[src/rtl/msg_pkg.sv]
// Shared types and defaults for the message-path blocks (arbiter FSM states, source count).
package msg_pkg;

  typedef enum logic [1:0] {
    IDLE  = 2'd0,
    BUSY  = 2'd1,
    ABORT = 2'd2
  } arb_state_t;

  localparam int NUM_SRC_DEF = 4;
  localparam int SRC_W       = $clog2(NUM_SRC_DEF);

endpackage

[src/rtl/axis_msg_arbiter_rr_picker.sv]
// Round-robin first match: lowest eligible index at or after rr_ptr, wrapping modulo N.
// Purely combinational; no state.
module rr_picker
  import msg_pkg::*;
#(
  parameter int N = NUM_SRC_DEF,
  parameter int W = $clog2(N)
) (
  input  logic [N-1:0] elig,
  input  logic [W-1:0] rr_ptr,
  output logic         found,
  output logic [W-1:0] idx
);

  always_comb begin : pick
    int          c;
    logic [W-1:0] ci;
    found = 1'b0;
    idx   = '0;
    c     = 0;
    ci    = '0;
    // Walk backwards so the candidate closest to rr_ptr is the last one written.
    for (int k = N - 1; k >= 0; k--) begin
      c = int'(rr_ptr) + k;
      if (c >= N) c = c - N;
      ci = W'(c);
      if (elig[ci]) begin
        found = 1'b1;
        idx   = ci;
      end
    end
  end

endmodule

[src/rtl/axis_msg_arbiter.sv]
// Packet round-robin arbiter onto msg_parser; grant one cycle after valid, zero-latency pass-through,
// m_tready backpressure passes straight to the granted source. ARB_TIMEOUT_EN adds stall abort + drop.
module axis_msg_arbiter
  import msg_pkg::*;
#(
  parameter int NUM_SRC        = NUM_SRC_DEF,
  parameter int DATA_BYTES     = 8,
  parameter int TKEEP_WIDTH    = 8,
  parameter int TIMEOUT_CYCLES = 256
) (
  input  logic                              clk,
  input  logic                              rst,
  input  logic [NUM_SRC-1:0]                s_tvalid,
  output logic [NUM_SRC-1:0]                s_tready,
  input  logic [NUM_SRC-1:0]                s_tlast,
  input  logic [NUM_SRC*8*DATA_BYTES-1:0]   s_tdata,
  input  logic [NUM_SRC*TKEEP_WIDTH-1:0]    s_tkeep,
  input  logic [NUM_SRC-1:0]                s_tuser,
  output logic                              m_tvalid,
  input  logic                              m_tready,
  output logic                              m_tlast,
  output logic [8*DATA_BYTES-1:0]           m_tdata,
  output logic [TKEEP_WIDTH-1:0]            m_tkeep,
  output logic                              m_tuser,
  output logic [$clog2(NUM_SRC)-1:0]        grant_id,
  output logic                              busy,
  output logic                              timeout_evt
);

  localparam int DW = 8 * DATA_BYTES;
  localparam int IW = $clog2(NUM_SRC);

  arb_state_t         state, state_nxt;
  logic [IW-1:0]      rr_ptr, pick_idx, grant_inc;
  logic               pick_found, hs;
  logic [NUM_SRC-1:0] drop, elig, grant_rdy;

  assign elig      = s_tvalid & ~drop;
  assign grant_inc = (grant_id == IW'(NUM_SRC - 1)) ? '0 : grant_id + IW'(1);
  assign hs        = m_tvalid & m_tready;
  assign s_tready  = grant_rdy | drop;

  rr_picker #(.N(NUM_SRC), .W(IW)) u_pick (
    .elig  (elig),
    .rr_ptr(rr_ptr),
    .found (pick_found),
    .idx   (pick_idx)
  );

`ifdef ARB_TIMEOUT_EN
  localparam int CW = $clog2(TIMEOUT_CYCLES);
  logic [CW-1:0] stall_cnt;
  logic          stall_hit;

  assign stall_hit   = !s_tvalid[grant_id] && (stall_cnt == CW'(TIMEOUT_CYCLES - 1));
  assign timeout_evt = (state == ABORT) && m_tready;

  always_ff @(posedge clk) begin
    if (rst) begin
      stall_cnt <= '0;
      drop      <= '0;
    end else begin
      if (state != BUSY || hs)        stall_cnt <= '0;
      else if (!s_tvalid[grant_id])   stall_cnt <= stall_cnt + CW'(1);
      // Dropping sources are always ready, so valid&last is their closing handshake.
      drop <= (drop & ~(s_tvalid & s_tlast)) |
              (timeout_evt ? (NUM_SRC'(1) << grant_id) : '0);
    end
  end
`else
  assign drop        = '0;
  assign timeout_evt = 1'b0;
`endif

  always_comb begin
    m_tvalid  = 1'b0;
    m_tlast   = 1'b0;
    m_tuser   = 1'b0;
    m_tdata   = '0;
    m_tkeep   = '0;
    grant_rdy = '0;
    case (state)
      BUSY: begin
        m_tvalid            = s_tvalid[grant_id];
        m_tlast             = s_tlast[grant_id];
        m_tuser             = s_tuser[grant_id];
        m_tdata             = s_tdata[int'(grant_id) * DW +: DW];
        m_tkeep             = s_tkeep[int'(grant_id) * TKEEP_WIDTH +: TKEEP_WIDTH];
        grant_rdy[grant_id] = m_tready;
      end
`ifdef ARB_TIMEOUT_EN
      ABORT: begin
        m_tvalid = 1'b1;
        m_tlast  = 1'b1;
        m_tuser  = 1'b1;
      end
`endif
      default: ;
    endcase
  end

  always_comb begin
    state_nxt = state;
    case (state)
      IDLE: if (pick_found) state_nxt = BUSY;
      BUSY: begin
        if (hs && m_tlast) state_nxt = IDLE;
`ifdef ARB_TIMEOUT_EN
        else if (stall_hit) state_nxt = ABORT;
`endif
      end
`ifdef ARB_TIMEOUT_EN
      ABORT: if (m_tready) state_nxt = IDLE;
`endif
      default: state_nxt = IDLE;
    endcase
  end

  always_ff @(posedge clk) begin
    if (rst) begin
      state    <= IDLE;
      rr_ptr   <= '0;
      grant_id <= '0;
      busy     <= 1'b0;
    end else begin
      state <= state_nxt;
      busy  <= (state_nxt != IDLE);
      if (state == IDLE && pick_found)         grant_id <= pick_idx;
      if (state != IDLE && state_nxt == IDLE)  rr_ptr   <= grant_inc;
    end
  end

endmodule

[config.mk]
export PLATFORM = sky130hd
export DESIGN_NAME = axis_msg_arbiter
export DESIGN_NICKNAME = d
export VERILOG_FILES = /design/src/rtl/msg_pkg.sv /design/src/rtl/axis_msg_arbiter_rr_picker.sv /design/src/rtl/axis_msg_arbiter.sv
export SDC_FILE = /design/constraint.sdc
export NUM_CORES = 1
export LEC_CHECK = 0
export ABC_AREA = 1
export BUFFER_PORTS_ARGS = -buffer_cell sky130_fd_sc_hd__buf_2
export CORE_AREA = 2 2 148 150
export CTS_CLUSTER_SIZE = 10
export DETAILED_ROUTE_END_ITERATION = 6
export DIE_AREA = 0 0 150 152
export HOLD_SLACK_MARGIN = 0.05
export SYNTH_ARGS = -nofsm -noshare
export SYNTH_HDL_FRONTEND = slang
export SYNTH_SLANG_ARGS = --single-unit
[constraint.sdc]
create_clock -name clk -period 1.7 [get_ports clk]
set_clock_uncertainty 0.15 [all_clocks]
set_input_delay 0 -clock clk [delete_from_list [all_inputs] [get_ports clk]]
set_output_delay 0 -clock clk [all_outputs]
set_load 0.02 [all_outputs]
# [Yosys cells after proc, flatten, opt, wreduce, memory -nomap -nowiden]
# Cells that the tools add are included.
[totals] regBits=7
[op_classes] n_addsub=8 magnitude_cmp=10 eq_ne=2 shift=2 n_mux=38 bitwise_logic=2 n_reduce_logical=8
[ops] cell="$shiftx 256x9->64" count=1
[ops] cell="$mux 64" count=1
[ops] cell="$shiftx 32x6->8" count=1
[ops] cell="$mux 2" count=11
[ops] cell="$lt 2x3->1 const B" count=5
[ops] cell="$mux 1" count=15
[ops] cell="$bmux 1 s2" count=7
[ops] cell="$ge 3x3->1 const B" count=3
[ops] cell="$mux 8" count=1
[ops] cell="$sub 2x1->2 const B" count=4
[ops] cell="$add 2x2->3 const B" count=2
[ops] cell="$and 4x4->4" count=1
[ops] cell="$logic_and 1x1->1" count=4
[ops] cell="$logic_not 2->1" count=2
[ops] cell="$mux 4" count=1
[ops] cell="$pmux 2 s2" count=1
[ops] cell="$reduce_bool 2->1" count=2
[ops] cell="$add 2x1->3 const B" count=1
[ops] cell="$ge 2x3->1 const B" count=1
[ops] cell="$add 2x1->2 const B" count=1
[ops] cell="$demux 1 s2" count=1
[ops] cell="$eq 2x1->1 const B" count=1
[ops] cell="$eq 2x2->1 const B" count=1
[ops] cell="$ge 2x1->1 const B" count=1
[ops] cell="$and 1x1->1" count=1

# [Longest topological paths before layout]
# Gate-level depths: netlist of the first run.
[depth] ltp_word=13 ltp_mapped=12 mapped_depth_nobuf=11

# [Hierarchy]
# From an unflattened synthesis of the first run, not the netlist that was laid out.
[unflattened] cells_unflattened=690 hier_area_um2=3136.8
[by_module_without_submodules] module="axis_msg_arbiter" instances=1 cells_per_inst=644 area_per_inst_um2=2924.1 seq_area_each_um2=140.1
[by_module_without_submodules] module="rr_picker" instances=1 cells_per_inst=46 area_per_inst_um2=212.7 seq_area_each_um2=0.0

# [Worst setup path before layout of the first run]
# Ideal clock, no wire load.
[synth_path] path_kind="register -> output" from="reg grant_id[0]" to="out m_tdata[24]" arrival_time_ns=1.684 slack_ns=-0.134 stages_incl_launch_ff=8 path_cell_list="dfxtp_1 buf_4 clkbuf_1 buf_2 nor2_1 nor2_1 o21ai_0 a21oi_1"
[synth_via] elab_chain_len=2
[synth_lines] item="start: declaration" line="axis_msg_arbiter.sv:25" source="output logic [$clog2(NUM_SRC)-1:0] grant_id,"
[synth_lines] item="start signal: assignment" line="axis_msg_arbiter.sv:128" source="if (state == IDLE && pick_found) grant_id <= pick_idx;"
[synth_lines] item="$shiftx 256x9->64" line="axis_msg_arbiter.sv:87" source="m_tdata = s_tdata[int'(grant_id) * DW +: DW];"
[synth_lines] item="$mux 64" line="axis_msg_arbiter.sv:82" source="case (state)"
[synth_lines] item="end: declaration" line="axis_msg_arbiter.sv:22" source="output logic [8*DATA_BYTES-1:0] m_tdata,"
# No other way between the ends.

# [Worst setup path in the final report of the first run]
[layout_path] from="reg grant_id[0]" to="out m_tdata[17]"
# Same word-level chain as after synthesis.

==> flow_results.org, run 1 <==
** Outcome
- The run finished, with violations left.
- Violated checks :: negative setup slack

** Route
- The routed design has 21.6 mm of wire.
- Iteration count of the initial detailed-routing pass :: 5
- Number of DRC markers in iteration 0 :: 345
- Post-DRT Antenna Nets :: 0
- Vias per Instance :: 4.56
- Total vias in the final route :: 6140
- Per-cell routed wire length :: 16.1 um
- In the routed design, unresolved DRC markers number 0.

** Finish
- Final standard cell count with taps included and fillers excluded :: 1346
- Leaving out fill and tap cells, the most frequent cell in the layout is sky130_fd_sc_hd__buf_2.
- The area growth from synthesis to layout is 129%.
- Number of diodes :: 0
- Final standard cell area without fillers :: 7100 um2
- Most frequent cells in the layout :: sky130_fd_sc_hd__buf_2, sky130_fd_sc_hd__nor2_1, sky130_fd_sc_hd__o21ai_1
- Share of final-layout standard cells stronger than drive strength 1 :: 0.565
- At the end of the flow, the number of nets in the layout was 1374.

** Clock network
- In this run, CTS created clock tree buffers numbering 3.
- The tree is rooted in a sky130_fd_sc_hd__clkbuf_16.
- The tree built by TritonCTS fans out to 7 sinks.
- After clock tree synthesis, the clock-pin slew on the worst setup and hold paths is 40 ps.
- CTS tree :: yes
- In this run the number of H-tree levels came out at 1.
- Clock latency reported for the late side of the worst-skew pair :: 230 ps
- The clock passes through at most 2 buffers.

** Worst hold path
- The worst hold path was traced through 4 stages.
- Worst min-delay path category :: in -> reg

** Timing
- Setup violations remaining at the end of the flow were counted as 45.
- Final Slew Violations :: 0
- Setup repair after global routing could not meet its margin everywhere.
- The number of hold violations in the final report is 0.
- Hold is met by 71.7 ps.
- Crit path setup slack, layout :: -61.3 ps
- Peak Freq :: 0.568 GHz
- Time the worst path needs with I/O delays and setup :: 1760 ps
- Ratio of final minimum period to clock period :: 1.04

** Placement
- After detailed placement, the total cell area comes to 5690 um2.
- Final Wtd Congestion :: 0.915
- Input/output buffers :: 384
- Detailed placement ended at an HPWL of 14.2 mm.
- Placed insts :: 1313

** Die
- Chip Width :: 150 um
- Initial Util :: 0.145
- Core Area :: 21400 um2
- The die is 152 um tall.
- Top-level port count :: 386
- Overall die area :: 22800 um2
- After floorplanning, the core was divided into 54 placement rows.

** GRT
- Met3 demand-to-capacity share in global routing :: 0.0222
- In this run the most used layer during global routing was met2.
- Entering global routing, the biggest net connects 46 pins.
- The initial antenna violation count was 0.
- Overall Global Routing Usage :: 0.166
- Overall overflow remaining after global route :: 0
- The number of global-route vias before repair is 5785.
- Met2 capacity usage during global routing :: 0.288
- Global-route met1 utilization :: 0.216
- The first global-routing pass estimated 30.6 mm of wire.

** Critical path
- Critical path launch point type :: flip-flop
- Required time reported for the critical path endpoint :: 1550 ps
- Type of the worst setup path :: reg -> out
- STA classifies the critical path endpoint as an output port.
- Reg2reg path depth :: 11
- At the worst endpoint, the arrival time is 1610 ps.
- Maximum net fanout on the critical path :: 10

** Logic synthesis
- Register area share after synthesis :: 0.0453
- The netlist uses 22 different library cells.
- A synthesized cell averages 4.53 um2.
- Cells after Synth :: 684
- Yosys Warn Count :: 0
- Post-Synthesis Cell Area :: 3100 um2
- Count of state elements after synthesis :: 7

** Pwr
- Power spread over the standard cell area amounts to 544 nW/um2.
- In this run the static leakage power is 3.39 nW.
- After layout, the design draws a total of 3.86 mW.
- IR analysis of the VDD net gives a maximum drop of 425 uV.

** Flow run
- Max-Cap Viols :: 0
state kept, by name, summed over array words and instances (netlist names):
name / flops
busy: 1
grant_id: 2
rr_ptr: 2
state: 2
layer usage:
layer	up-vias	wire [um]
met3	54	1610
li1	2998	-
met1	2783	8940
met2	305	10500
met5	-	0
met4	0	576
where the power goes:
group,total [mW],switching (mW),internal (mW)
Clock,0.408,0.0955,0.313
Sequential,0.219,0.0305,0.188
Combinational,3.23,1.79,1.44
Total,3.86,1.92,1.94
stage by stage:
| stage | util | setup slack (ps) | TNS [ps] |
|---|---|---|---|
| after floorplan | - | 2.53 | 0 |
| after global placement | 0.267 | 116 | 0 |
| after detailed placement | 0.267 | 100 | 0 |
| after CTS | 0.302 | -36.7 | -544 |
| after global routing | 0.333 | -110 | -5150 |
| final | 0.333 | -61.3 | -1150 |
logic make-up (layout without fill, tap and decap cells):
| family | count (synthesis) | after routing | synth area share |
|---|---|---|---|
| fa+ha+maj | 4 | 4 | 0.0162 |
| flops | 7 | 7 | 0.0453 |
| simple gates | 363 | 363 | 0.449 |
| other cells | 1 | 2 | 0.00121 |
| buf+inv | 76 | 457 | 0.106 |
| compound gates | 233 | 233 | 0.382 |
layout make-up:
cell class              instances  area [um2]
fillers                      2353       14300
multi-input cells             602        3250
repair buffers                435        3180
well taps                     280         350
flip-flops and latches          7         150
inverters                      17        82.6
clock buffers                   4        78.8
repair inverters                1        8.76
synthesized netlist by cell type:
master                       n  share of area
sky130_fd_sc_hd__a21oi_1    83           0.13
sky130_fd_sc_hd__buf_2      14          0.023
sky130_fd_sc_hd__o21ai_0   147           0.24
sky130_fd_sc_hd__nor2_1    304           0.37
sky130_fd_sc_hd__and2_1      2         0.0040
sky130_fd_sc_hd__inv_1      14          0.017
sky130_fd_sc_hd__nand2_1    45          0.055
sky130_fd_sc_hd__buf_1       7         0.0085
sky130_fd_sc_hd__o211ai_1    1         0.0024
sky130_fd_sc_hd__nand3_2     1         0.0032
sky130_fd_sc_hd__inv_2       2         0.0024
sky130_fd_sc_hd__dfxtp_1     7          0.045
sky130_fd_sc_hd__conb_1      1         0.0012
sky130_fd_sc_hd__nor3_1      1         0.0016
sky130_fd_sc_hd__buf_4       2         0.0048
sky130_fd_sc_hd__ha_1        4          0.016
sky130_fd_sc_hd__o211ai_2    2         0.0081
sky130_fd_sc_hd__nand3_1     8          0.013
sky130_fd_sc_hd__inv_4       1         0.0020
sky130_fd_sc_hd__nand2_2     2         0.0040
sky130_fd_sc_hd__clkbuf_1   34          0.041
sky130_fd_sc_hd__buf_6       2         0.0073
path summary, 6_finish.rpt:
check | start | end | slack (ps)
min | m_tready | state[0] | 70
max reg2reg | grant_id[0] | rr_ptr[1] | 0
max | grant_id[0] | m_tdata[17] | -60
min reg2reg | rr_ptr[0] | rr_ptr[0] | 350
critical path, cell delays in order, from the launching register on:
cell and delay [ps]:
sky130_fd_sc_hd__dfxtp_4 390, sky130_fd_sc_hd__buf_12 150, sky130_fd_sc_hd__buf_12 150, sky130_fd_sc_hd__clkbuf_16 180
sky130_fd_sc_hd__nor2_1 50, sky130_fd_sc_hd__nor2_1 70, sky130_fd_sc_hd__o21ai_1 80, sky130_fd_sc_hd__a21oi_2 130
sky130_fd_sc_hd__buf_4 150
what timing repair did:
item	in CTS	in global routing
gates resized for setup	172	186
hold buffers	1	0
buffers inserted	7	4
endpoints found under the hold margin	6	0
gates cloned	11	7
pin swaps	8	80
endpoints found under the setup margin	71	83
(Power assumes the default switching activity.)
==> run 2: changes to the inputs <==
Settings changed: ABC_AREA 1 to not set, CAP_MARGIN set to 25.
==> flow_results.org, run 2 <==
** Outcome
- The flow ran to the end, but the final reports show violations.
- The final reports fail on negative setup slack.

** Critical path
- CP Capture Type :: output port
- Reg-to-reg critical path endpoint :: rr_ptr[0]
- Arr. time, crit path :: 1760 ps
- Source of the worst register-to-register timing path :: grant_id[0]
- The critical path goes through buf_12, buf_4, mux4_2, and2_1, buf_2.
- For this run, the slowest stage of the critical path takes 520 ps.
- Required time reported for the critical path endpoint :: 1550 ps
- Reg2reg path depth :: 6
- Setup slack on the worst reg-to-reg path comes out at -120 ps.
- Critical path's slowest cell :: sky130_fd_sc_hd__mux4_2
- Maximum net fanout on the critical path :: 15
- Type of the worst setup path :: reg -> out
- Critical path launch point type :: flip-flop

** Logic synthesis
- Async set or reset register ratio after synthesis :: 0
- After synthesis, the cell types taking the most area are sky130_fd_sc_hd__mux4_2, sky130_fd_sc_hd__and2_1, sky130_fd_sc_hd__dfxtp_1, sky130_fd_sc_hd__buf_2, sky130_fd_sc_hd__ha_1.
- Count of state elements after synthesis :: 7
- Register area share after synthesis :: 0.0499
- Cells after Synth :: 235
- Primary flip-flop cell chosen by synthesis mapping :: sky130_fd_sc_hd__dfxtp_1
- Commonest cells in the synthesized netlist :: sky130_fd_sc_hd__and2_1, sky130_fd_sc_hd__mux4_2, sky130_fd_sc_hd__clkbuf_1
- The average instance in the mapped netlist occupies 12.0 um2.
- Of all cell types, the one taking the most synthesized area is sky130_fd_sc_hd__mux4_2.
- Distinct cell type count after synthesis :: 33
- After synthesis the cells add up to 2810 um2.
- The synthesized design contains 0 enable-type register cells.
- Yosys Warn Count :: 0
- Of the post-synthesis cell area, the dominant cell type holds 0.593.

** Finish
- The area growth from synthesis to layout is 102%.
- Of the cells placed in the final design, the portion with a size suffix greater than 1 is 0.825.
- Final standard cell count with taps included and fillers excluded :: 923
- Top flop regs :: grant_id (2), rr_ptr (2), state (2)
- The sequential cells in the finished layout cover a total of 148 um2.
- The layout has 2292 filler cells.
- Final #Nets :: 949
- Leaving out fill and tap cells, the most frequent cell in the layout is sky130_fd_sc_hd__buf_2.
- The multi-input combinational cells in the finished layout cover a total of 2570 um2.
- Most frequent cells in the layout :: sky130_fd_sc_hd__buf_2, sky130_fd_sc_hd__mux4_2, sky130_fd_sc_hd__and2_1

** Route
- After detailed routing, the average wire length per cell comes to 16.4 um.
- Vias per Instance :: 4.19
- After detailed routing, the number of remaining DRC violations is 0.
- Final WL :: 15.2 mm
- Iteration count of the initial detailed-routing pass :: 4
- Total vias in the final route :: 3864
- Number of DRC markers in iteration 0 :: 162
- The detail route stage leaves a number of antenna-violating nets equal to 0.

** Timing
- Setup violations remaining at the end of the flow were counted as 79.
- Setup repair after global routing could not meet its margin everywhere.
- Total negative slack :: -12320 ps
- Count of final hold-check violations :: 0
- Crit path setup slack, layout :: -214 ps
- The tightest hold path in the finished design has a slack of 50.1 ps.
- The total count of max-transition violations in the final report was 0.
- Peak Freq :: 0.522 GHz
- Ratio of final minimum period to clock period :: 1.13
- The smallest clock period supported by the final layout is computed as 1910 ps.

** Die
- The region available for standard cell placement spans 21400 um2.
- The die covers 22800 um2.
- 386 I/O pins were placed.
- Initial Util :: 0.132
- After floorplanning, the core was divided into 54 placement rows.
- The die is 152 um tall.
- The floorplan step set the die width to 150 um.

** Pwr
- The worst-case IR drop observed on VDD is 698 uV.
- Total power for the finished layout comes to 1.99 mW.
- Dividing total power by cell area gives a power density of 351 nW/um2.
- Leakage power :: 2.80 nW

** Clock network
- The clock drives 7 sinks.
- Clock latency reported for the late side of the worst-skew pair :: 230 ps
- CTS built an H-tree with a depth of 1.
- Worst-path clk slew :: 30 ps
- CTS buffer count :: 3
- TritonCTS built the clock tree.
- Cell at the root of the clock tree :: sky130_fd_sc_hd__clkbuf_16
- The longest clock path from root to sink contains 2 buffers.

** GRT
- Overall overflow remaining after global route :: 0
- Maximum number of pins on one net before global-route repair :: 42
- The first global-routing pass estimated 21.1 mm of wire.
- Overall Global Routing Usage :: 0.117
- Number of global-route vias before repair :: 3800
- Initial antenna violation count :: 3

** Worst hold path
- Worst Hold Path EP :: grant_id[1]
- The worst hold path passes through 4 cells.
- Hold Crit Start :: s_tvalid[2]
- Worst min-delay path category :: in -> reg

** Placement
- The congestion estimate from routability-driven global placement came to 0.832.
- Placed insts :: 906
- In this run the tool buffered the top-level ports with 384 buffer cells.
- Detailed placement finished with a half-perimeter wire length of 12.9 mm.
- Worst-case setup slack after placement :: -72.6 ps

** Flow run
- Max-Cap Viols :: 0
-- run 2: cell types whose count changed in the layout (fill, tap and decap cells not counted), sizes merged, moves of 9 or more --
cell	before	now
and2	2	74
nor2	304	4
o21ai	147	1
inv	18	5
nand2	47	3
mux4	0	74
a21oi	83	8
nand3	9	0
-- run 2: cell type report --
| cell class | count | area share |
|---|---|---|
| inverters | 5 | 0.00331 |
| repair buffers | 428 | 0.442 |
| flip-flops and latches | 7 | 0.0260 |
| diodes | 2 | 0.000882 |
| clock buffers | 4 | 0.0139 |
| well taps | 280 | 0.0617 |
| multi-input cells | 197 | 0.452 |
-- run 2: timing repair --
action	4_1_cts	5_1_grt
pin swaps	1	0
endpoints found under the hold margin	6	0
buffers inserted	4	2
resized for setup	17	33
setup endpoints to repair	77	80
gates cloned	0	3
hold buffers	2	0
-- run 2: per-layer routing --
layer  share of wire  wire [um]  GRT usage
met5         0.00079         12          0
met4          0.0084        127     0.0112
met3           0.095       1450     0.0252
met2            0.50       7600      0.206
met1            0.40       6000      0.150
-- run 2: cell families (layout without fill, tap and decap cells) --
kind of cell	Yosys count	after routing	share of synthesized area
simple gates	95	95	0.208
mux	77	77	0.606
fa+ha+maj	4	4	0.0178
other cells	1	4	0.00133
buf+inv	32	437	0.0623
flops	7	7	0.0499
compound gates	19	19	0.0548
-- run 2: power by group --
part / internal, mW / switching, mW / total, mW / leakage, nW
clock network: 0.312 / 0.0856 / 0.397 / 0.0382
registers: 0.178 / 0.0236 / 0.202 / 0.0594
logic: 0.844 / 0.550 / 1.39 / 2.71
total: 1.33 / 0.659 / 1.99 / 2.80
-- run 2: how the worst max path moves through the flow --
stage                startpoint  cells past startpoint    endpoint  slack (ps)
detailed placement  grant_id[0]                      5   rr_ptr[0]         -70
global route        grant_id[0]                      5  m_tkeep[7]        -260
global placement    grant_id[0]                      4   rr_ptr[0]         -30
finish              grant_id[0]                      5  m_tkeep[7]        -210
CTS                 grant_id[0]                      5  m_tkeep[7]        -220
floorplan           grant_id[1]                      7   rr_ptr[1]          -5
-- run 2: critical path, delay by kind of cell (launching register included) --
family | cells | cell delay (ps)
flip-flops | 1 | 360
multiplexers | 1 | 520
AND/OR/NAND/NOR | 1 | 180
buffers and inverters | 3 | 460
-- run 2: through the flow --
stage	area (um2)	utilization
2_1_floorplan	2840	-
3_3_place_gp	5290	0.248
3_5_place_dp	5290	0.248
4_1_cts	5480	0.256
5_1_grt	5670	0.266
6_report	5680	0.266
